<file path="config.mk">
export PLATFORM = sky130hd
export DESIGN_NAME = ifetch_prefetch_stage_flat
export DESIGN_NICKNAME = d
export VERILOG_FILES = /design/src/rtl/ifetch_prefetch_stage_pkg.sv /design/src/rtl/ifetch_prefetch_stage_if.sv /design/src/rtl/ifetch_prefetch_stage_fifo.sv /design/src/rtl/ifetch_prefetch_stage.sv /design/src/flat_wrapper.sv
export SDC_FILE = /design/constraint.sdc
export NUM_CORES = 1
export LEC_CHECK = 0
export BUFFER_PORTS_ARGS = -buffer_cell sky130_fd_sc_hd__buf_2
export CORE_AREA = 4 4 332 171
export CTS_CLUSTER_DIAMETER = 150
export DETAILED_ROUTE_END_ITERATION = 8
export DIE_AREA = 0 0 336 175
export GPL_TIMING_DRIVEN = 0
export MAX_ROUTING_LAYER = met4
export SKIP_LAST_GASP = 1
export SYNTH_ARGS = -nofsm -noshare
export SYNTH_HDL_FRONTEND = slang
export SYNTH_SLANG_ARGS = --single-unit
</file>
<file path="constraint.sdc">
create_clock -name clk -period 6.3 [get_ports clk]
set_clock_uncertainty 0.1 [all_clocks]
set_input_delay 1.26 -clock clk [delete_from_list [all_inputs] [get_ports clk]]
set_output_delay 1.26 -clock clk [all_outputs]
set_load 0.05 [all_outputs]
</file>
<file path="src/rtl/ifetch_prefetch_stage_pkg.sv">
// Shared types for the instruction-fetch stage: word type, queue entry, FSM states.
package ifetch_prefetch_stage_pkg;

    typedef logic [31:0] rvga_word;

    localparam rvga_word ELF_START = 32'h0000_1000;

    typedef struct packed {
        rvga_word pc;
        rvga_word instr;
    } ifetch_entry_s;

    typedef enum logic [1:0] {
        IDLE = 2'd0,
        REQ  = 2'd1,
        DROP = 2'd2
    } ifetch_state_e;

endpackage

</file>
<file path="src/rtl/ifetch_prefetch_stage_if.sv">
// Instruction membus: single-outstanding word read, held until resp_i.
interface rvga_membus_io;
    import ifetch_prefetch_stage_pkg::*;

    rvga_word addr_o;
    logic     read_o;
    logic     write_o;
    rvga_word wdata_o;
    logic     resp_i;
    rvga_word rdata_i;

    modport master (
        output addr_o, read_o, write_o, wdata_o,
        input  resp_i, rdata_i
    );

    modport slave (
        input  addr_o, read_o, write_o, wdata_o,
        output resp_i, rdata_i
    );

endinterface

</file>
<file path="src/rtl/ifetch_prefetch_stage_fifo.sv">
// Synchronous FIFO with registered storage; depth must be a power of two so pointers wrap naturally.
module rvga_sync_fifo #(
    parameter int WIDTH = 64,
    parameter int DEPTH = 4,
    localparam int AW = $clog2(DEPTH),
    localparam int CW = AW + 1
) (
    input  logic             clk,
    input  logic             rst,
    input  logic             push_i,
    input  logic [WIDTH-1:0] data_i,
    input  logic             pop_i,
    input  logic             flush_i,
    output logic [WIDTH-1:0] data_o,
    output logic             full_o,
    output logic             empty_o,
    output logic [CW-1:0]    count_o
);

    logic [WIDTH-1:0] mem_q [DEPTH];
    logic [AW-1:0]    wr_ptr_q, rd_ptr_q;
    logic [CW-1:0]    count_q, count_d;
    logic             do_push, do_pop;

    assign full_o  = (count_q == CW'(DEPTH));
    assign empty_o = (count_q == '0);
    assign count_o = count_q;
    assign data_o  = mem_q[rd_ptr_q];

    // A push into a full queue is accepted only when the head leaves in the same cycle.
    assign do_push = push_i & (~full_o | pop_i);
    assign do_pop  = pop_i & ~empty_o;
    assign count_d = count_q + CW'(do_push) - CW'(do_pop);

    always_ff @(posedge clk) begin
        if (rst) begin
            wr_ptr_q <= '0;
            rd_ptr_q <= '0;
            count_q  <= '0;
            for (int i = 0; i < DEPTH; i++) begin
                mem_q[i] <= '0;
            end
        end else if (flush_i) begin
            wr_ptr_q <= '0;
            rd_ptr_q <= '0;
            count_q  <= '0;
        end else begin
            if (do_push) begin
                mem_q[wr_ptr_q] <= data_i;
                wr_ptr_q        <= wr_ptr_q + 1'b1;
            end
            if (do_pop) begin
                rd_ptr_q <= rd_ptr_q + 1'b1;
            end
            count_q <= count_d;
        end
    end

endmodule

</file>
<file path="src/rtl/ifetch_prefetch_stage.sv">
// Instruction fetch with prefetch queue and writeback redirect.
// state | meaning
// IDLE  | queue full, no request on the bus
// REQ   | read outstanding at fetch_pc; response is pushed
// DROP  | read outstanding from before a redirect; response is discarded
module ifetch_prefetch_stage
    import ifetch_prefetch_stage_pkg::*;
#(
    parameter int       FETCH_DEPTH = 4,
    parameter rvga_word RESET_PC    = ELF_START
) (
    input  logic                 clk,
    input  logic                 rst,
    rvga_membus_io.master        membus_if_io,
    output rvga_word             ifetch_decode_instruction,
    output rvga_word             ifetch_decode_pc,
    output logic                 ifetch_decode_v,
    input  logic                 decode_ifetch_ready,
    input  rvga_word             writeback_ifetch_pc_target,
    input  logic                 writeback_ifetch_pc_redirect_v
);

    localparam int CW = $clog2(FETCH_DEPTH) + 1;

    ifetch_state_e state_q, state_d;
    rvga_word      fetch_pc_q, fetch_pc_d;
    logic          redirect, push, pop;
    logic          fifo_full, fifo_empty;
    logic [CW-1:0] count;
    logic [CW:0]   count_next;
    ifetch_entry_s wr_entry, head;

    assign redirect = writeback_ifetch_pc_redirect_v;
    assign push     = (state_q == REQ) & membus_if_io.resp_i & ~redirect;
    assign pop      = ~fifo_empty & decode_ifetch_ready & ~redirect;
    assign count_next = {1'b0, count} + (CW+1)'(push) - (CW+1)'(pop);

    assign wr_entry = '{pc: fetch_pc_q, instr: membus_if_io.rdata_i};

    rvga_sync_fifo #(
        .WIDTH ($bits(ifetch_entry_s)),
        .DEPTH (FETCH_DEPTH)
    ) u_queue (
        .clk     (clk),
        .rst     (rst),
        .push_i  (push),
        .data_i  (wr_entry),
        .pop_i   (pop),
        .flush_i (redirect),
        .data_o  (head),
        .full_o  (fifo_full),
        .empty_o (fifo_empty),
        .count_o (count)
    );

    always_comb begin
        state_d    = state_q;
        fetch_pc_d = fetch_pc_q;
        case (state_q)
            IDLE: begin
                if (redirect || (count < CW'(FETCH_DEPTH))) begin
                    state_d = REQ;
                end
            end
            REQ: begin
                if (redirect) begin
                    state_d = membus_if_io.resp_i ? REQ : DROP;
                end else if (membus_if_io.resp_i) begin
                    fetch_pc_d = fetch_pc_q + 32'd4;
                    state_d    = (count_next < (CW+1)'(FETCH_DEPTH)) ? REQ : IDLE;
                end
            end
            DROP: begin
                if (membus_if_io.resp_i) begin
                    state_d = REQ;
                end
            end
            default: state_d = IDLE;
        endcase
        if (redirect) begin
            fetch_pc_d = {writeback_ifetch_pc_target[31:2], 2'b00};
        end
    end

    always_ff @(posedge clk) begin
        if (rst) begin
            state_q    <= IDLE;
            fetch_pc_q <= RESET_PC;
        end else begin
            state_q    <= state_d;
            fetch_pc_q <= fetch_pc_d;
        end
    end

    assign membus_if_io.addr_o  = fetch_pc_q;
    assign membus_if_io.read_o  = (state_q != IDLE);
    assign membus_if_io.write_o = 1'b0;
    assign membus_if_io.wdata_o = '0;

    assign ifetch_decode_v           = ~fifo_empty;
    assign ifetch_decode_pc          = head.pc;
    assign ifetch_decode_instruction = head.instr;

endmodule

</file>
<file path="src/flat_wrapper.sv">
// flat-port wrapper written by rule: the top's interface ports become plain ports
module ifetch_prefetch_stage_flat import ifetch_prefetch_stage_pkg::*;
#(
    parameter int       FETCH_DEPTH = 4,
    parameter rvga_word RESET_PC    = ELF_START
)
  (clk, rst, ifetch_decode_instruction, ifetch_decode_pc, ifetch_decode_v, decode_ifetch_ready, writeback_ifetch_pc_target, writeback_ifetch_pc_redirect_v, membus_if_io_addr_o, membus_if_io_read_o, membus_if_io_write_o, membus_if_io_wdata_o, membus_if_io_resp_i, membus_if_io_rdata_i);
  rvga_membus_io membus_if_io_i ();
  input  logic clk;
  input  logic rst;
  output rvga_word ifetch_decode_instruction;
  output rvga_word ifetch_decode_pc;
  output logic ifetch_decode_v;
  input  logic decode_ifetch_ready;
  input  rvga_word writeback_ifetch_pc_target;
  input  logic writeback_ifetch_pc_redirect_v;
  output wire logic [$bits(membus_if_io_i.addr_o)-1:0] membus_if_io_addr_o;
  output wire logic [$bits(membus_if_io_i.read_o)-1:0] membus_if_io_read_o;
  output wire logic [$bits(membus_if_io_i.write_o)-1:0] membus_if_io_write_o;
  output wire logic [$bits(membus_if_io_i.wdata_o)-1:0] membus_if_io_wdata_o;
  input wire logic [$bits(membus_if_io_i.resp_i)-1:0] membus_if_io_resp_i;
  input wire logic [$bits(membus_if_io_i.rdata_i)-1:0] membus_if_io_rdata_i;
  assign membus_if_io_addr_o = membus_if_io_i.addr_o;
  assign membus_if_io_read_o = membus_if_io_i.read_o;
  assign membus_if_io_write_o = membus_if_io_i.write_o;
  assign membus_if_io_wdata_o = membus_if_io_i.wdata_o;
  assign membus_if_io_i.resp_i = membus_if_io_resp_i;
  assign membus_if_io_i.rdata_i = membus_if_io_rdata_i;
  ifetch_prefetch_stage #(.FETCH_DEPTH(FETCH_DEPTH), .RESET_PC(RESET_PC)) u_core (.clk(clk), .rst(rst), .membus_if_io(membus_if_io_i), .ifetch_decode_instruction(ifetch_decode_instruction), .ifetch_decode_pc(ifetch_decode_pc), .ifetch_decode_v(ifetch_decode_v), .decode_ifetch_ready(decode_ifetch_ready), .writeback_ifetch_pc_target(writeback_ifetch_pc_target), .writeback_ifetch_pc_redirect_v(writeback_ifetch_pc_redirect_v));
endmodule
</file>
======== After elaboration in Yosys (flattened, before gate mapping) ========
Memory sizes are Yosys's and may differ from the RTL's. A register that Yosys moved wholly into a read port is not among the register bits.
Index checks and enable logic that the tools add are counted.
Widths: inputs -> output; s select.
cells by class
  magnitude comparators ................... 2
  mux-type cells .......................... 21
  reduce and logical (&&, ||, !) cells .... 11
  equal/unequal tests ..................... 6
  bitwise logic cells ..................... 10
  $add $sub $neg .......................... 7
operators with widths
  operator               number
  $mux 32                3
  $mux 64                1
  $reduce_or 64->1       1
  $add 32x3->32 const B  1
  $mux 2                 8
  $mux 1                 8
  $and 1x1->1            6
  $pmux 2 s3             1
  $reduce_bool 2->1      3
  $add 2x1->2 const B    2
  $add 3x1->4            1
  $lt 4x3->1 const B     1
  $reduce_and 2->1       2
  $sub 4x1->4            1
  $add 3x1->3            1
  $eq 3x3->1 const B     1
  $logic_not 3->1        1
  $lt 3x3->1 const B     1
  $ne 3x3->1 const B     1
  $not 1->1              3
  $reduce_and 3->1       1
  $sub 3x1->3            1
  $eq 2x1->1 const B     1
  $eq 2x2->1 const B     1
  6 further kinds        6
word-level totals
  logic and storage cells ................. 64
  bits in registers ....................... 41
  memories ................................ 1
  RAM bits ................................ 256
memories
  name                  depth  bits a word  rd ports  clocked after memory_dff  write ports  line                              RTL
  u_core.u_queue.mem_q  4      64           1         1                         4            ifetch_prefetch_stage_fifo.sv:20  logic [WIDTH-1:0] mem_q [DEPTH];

======== Logic depth before layout (Yosys ltp) ========
  depth in word-level cells ............... 12
  mapped depth ............................ 10
  depth with buffers taken out ............ 9

======== Cells and area by module ========
From an unflattened synthesis, not the netlist that was laid out.
unflattened totals
  cells, all modules ...................... 991
  area total of the unflattened synthesis .. 13960.9 µm²
by module, submodules not included
  module                 times used  area each (µm²)  cells each
  rvga_sync_fifo         1           11553.6          683
  ifetch_prefetch_stage  1           2407.3           308

======== Least setup slack after synthesis ========
OpenSTA, ideal clock, no wires.
  kind .................................... in2reg
  from .................................... in writeback_ifetch_pc_redirect_v
  to ...................................... mem u_core.u_queue.mem_q[1][0], enable pin
  arrival time ............................ 4823 ps
  path buffers ............................ 1
  cell stages on the path ................. 5
  path slack .............................. 882 ps
  required time ........................... 5705 ps
  cells stage by stage .................... nand4bb_1 -> buf_2 -> a31oi_4 -> nand2_1 -> o21bai_1
RTL lines
  element             line                              RTL
  start: declaration  flat_wrapper.sv:16                input logic writeback_ifetch_pc_redirect_v;
  end: declaration    ifetch_prefetch_stage_fifo.sv:20

==> results.txt <==
* Crit Path Category: reg -> out
- In this run the horizontal extent of the chip is 336 um.
- Port buffering added 160 buffers.
- CTS Root Buffer Type: sky130_fd_sc_hd__clkbuf_16
* Cells after synthesis: 938
- Critical path required time: between 4000 and 5000 ps
- For this run, the top clock speed supported by timing is 245 MHz.
- At the worst endpoint, the arrival time is around 2700 ps.
- Final-report hold violation count: 0
- The max-slew violation count came to 0.
- Final weighted congestion of routability-driven global placement: 0.827
- Clock transition at the registers of the reported paths: 60 ps
* Finished layout cell area: 16,200 sq um
- The placed instances occupy a cell area of about 15,000 sq um.
- EDFF count, synth: 248
- Origin of the critical flop-to-flop path: u_core.state_q[0]$_SDFFE_PP0P_
- The final layout contains between 1,000 and 1,500 nets.
- TritonCTS built the clock tree.
* Mean post-synth cell area: 14.2 sq um
- In this run, CTS created clock tree buffers numbering 31.
- Dividing total power by cell area gives a power density of roughly 270 nW/um^2.
* Buffer levels on the longest clock path: 3
- The first global-routing pass estimated 51,400 um of wire.
- Once detailed placement completed, the half-perimeter wirelength came to about 23,000 um.
- The worst hold path begins at u_core.u_queue.rd_ptr_q[1]$_SDFFE_PP0P_.
- Remaining Overflow, GRT: 0
* Antenna violations before repair: 1
- The die covers 58,800 sq um.
* Pin count of the biggest net entering global routing: 63
- Type of element capturing the critical path: output port
- Post-synthesis register bit count: 289
- Once placement completed, the tool counted placed cells totaling between 1,500 and 2,000.
* Number of remaining DRC errors: 0
- Row generation in the floorplan step produced 60 rows.
* Number of sinks handled by clock tree synthesis: 289
- Setup violations remaining at the end of the flow were counted as 0.
* Number of standard cells in the layout, taps in and fillers out: 1,907
- Maximum resistive drop on vdd: 0.174 mV
* Clock network fraction of total power: 38.2%
- Number of global-route vias before repair: 8,565
* Insertion delay of the later-clocked pin in the worst-skew pair: between 500 and 600 ps
- Quantity of gates resized following cts: 0
* Sort of element at the start of the critical path: flip-flop
- Sequential element share of the synthesized area: 62.0%
- Once the clock tree was built, the setup fixing pass inserted 0 buffers.
* RSZ-0062 raised after global routing: false
- Combinational share of power: a little over a tenth
- Number of library cell types mapped by synthesis: roughly 60
- Post-synthesis cell area: 13,300 sq um
- Min-Delay Path Class: reg -> reg
- Remaining max-slew budget at the tightest pin: 37.2%
- Of the cells placed in the final design, the portion with a size suffix greater than 1 is between 20% and 30%.
* Router iterations before antenna repair: 5
- Via density per instance: 4.30
- The floorplan step set the die height to 175 um.
- The detailed router placed 8,208 vias in this run.
- Cell internal power was estimated by the tool at 3220 uW.
- Fraction of power consumed by sequential logic: 51.0%
* CTS hold repair buffers: 0
* Clock period minus worst slack: 4080 ps
- For this run, the share of the core covered by cells in the final layout is 30.3%.
- In this run the number of H-tree levels came out at 1.
- Worst hold slack: 436 ps
* Sum of routed wire length over all layers: 34,100 um
- Once detail routing completed, the nets flagged for antenna violations numbered 0.
- Pin placement for this block handled 200 I/O pins.
- The run finished with clean final reports.
- Top flip-flop cell by instance count after synthesis: sky130_fd_sc_hd__edfxtp_1
- All-layer global routing usage: 11.6%
- Area overhead of the layout relative to synthesis: 21.6%
- For this block, the initial DRC count from the detailed router was between 500 and 600.
- Once the floorplan was initialized, standard cells occupied 24.9% of the core.
* Max-cap check violation count: 0
- Of all nets on the critical path, the largest fanout is 10.
- Switching power summed over all nets: 1100 uW
- Total power draw: 4310 uW
- Of the total power, the share spent switching nets is between 20% and 30%.
- Proportion of register bits with asynchronous set or reset after synthesis: 0%
* Per-cell routed wire length: 17.9 um
* Ys Warns: 0
- Static power due to leakage: 0.00633 uW
- Transition time at the pin with the least slew margin: 938 ps
* Area of the core: 53,500 sq um
- The final critical path takes up 64.7% of the cycle.
-- critical path: stages, from the launching register on --
cell and delay [ps]:
sky130_fd_sc_hd__dfxtp_1 310, sky130_fd_sc_hd__clkbuf_1 550, sky130_fd_sc_hd__buf_2 470, sky130_fd_sc_hd__mux4_2 580, sky130_fd_sc_hd__buf_2 230
-- worst paths after layout --
path / cells after the start / end / slack, ps
worst max-delay path: 4 / ifetch_decode_pc[10] / 2220
worst min-delay path: 2 / flip-flop / 440
worst max register to register: 7 / u_core.u_queue.mem_q[2][23]$_SDFFCE_PN0P_ / 3270
worst min register to register: 2 / flip-flop / 440
-- area by class of cell --
type,count,area (sq um)
clock buffers,39,806
plain buffers,107,578
multi-input cells,566,4600
well taps,713,892
clock inverters,15,91.3
flip-flops and latches,289,8270
diodes,1,2.50
fillers,5409,37200
inverters,12,45.0
repair buffers,165,923
-- cells in the mapped netlist (all sizes together), types with 3 or more instances --
cell	n	share of area, %
a211oi	18	1.0
a21oi	13	0.49
a31oi	3	0.25
and2	188	8.8
and3	69	3.2
buf	49	2.6
clkbuf	58	1.8
dfxtp	41	6.2
edfxtp	248	56
ha	6	0.56
inv	11	0.31
mux4	62	10
nand2	19	0.54
nand3	13	0.49
nand4	14	0.93
nor2	43	1.2
nor3	7	0.30
nor4	7	0.49
o22ai	3	0.14
or2	4	0.19
xnor2	11	0.72
xor2	18	1.2
-- layout by cell type, fill, tap and decap left out, types with 37 or more instances in the layout --
cell type / instances
sky130_fd_sc_hd__clkbuf_1: 52
sky130_fd_sc_hd__dfxtp_1: 41
sky130_fd_sc_hd__buf_2: 170
sky130_fd_sc_hd__and2_1: 188
sky130_fd_sc_hd__edfxtp_1: 248
sky130_fd_sc_hd__mux4_2: 62
sky130_fd_sc_hd__nor2_1: 42
sky130_fd_sc_hd__and3_1: 69
sky130_fd_sc_hd__conb_1: 37
sky130_fd_sc_hd__buf_4: 39
-- cells by family after synthesis --
| group | synth area share, % |
|---|---|
| XOR/XNOR | 1.91 |
| other | 0.0281 |
| AO/OA/AOI/OAI | 2.75 |
| AND/OR/NAND/NOR | 17.2 |
| flip-flops | 62.0 |
| adder cells (fa/ha/maj) | 0.713 |
| buffers and inverters | 4.67 |
| multiplexers | 10.7 |
-- per-stage QoR --
stage / TNS [ps] / worst slack [ps]
2_1_floorplan: 0 / 882
3_3_place_gp: -111690 / -1810
3_5_place_dp: 0 / 2230
4_1_cts: 0 / 2160
5_1_grt: 0 / 2070
6_report: 0 / 2220
-- routing by layer --
metal	part of all wire, %	track usage, %
met2	57	22.6
met5	0	-
met1	38	12.4
met3	2.7	1.20
met4	2.8	3.58
-- sequential cells by signal (all words and copies together) (netlist names), named ones only --
name and flops:
u_core.u_queue.count_o 3, u_core.u_queue.rd_ptr_q 2, u_core.u_queue.mem_q 248, u_core.state_q 2, u_core.membus_if_io.addr_o 30, u_core.u_queue.wr_ptr_q 2
-- power by group through the flow --
stage / sequential [uW] / clock [uW] / combinational, uW
2_1_floorplan: 2270 / 0 / 284
3_3_place_gp: 2250 / 0 / 454
3_5_place_dp: 2240 / 0 / 467
4_1_cts: 2200 / 1680 / 468
5_1_grt: 2210 / 1760 / 489
6_report: 2200 / 1650 / 463
No activity file was read; power rests on OpenSTA's default activity.
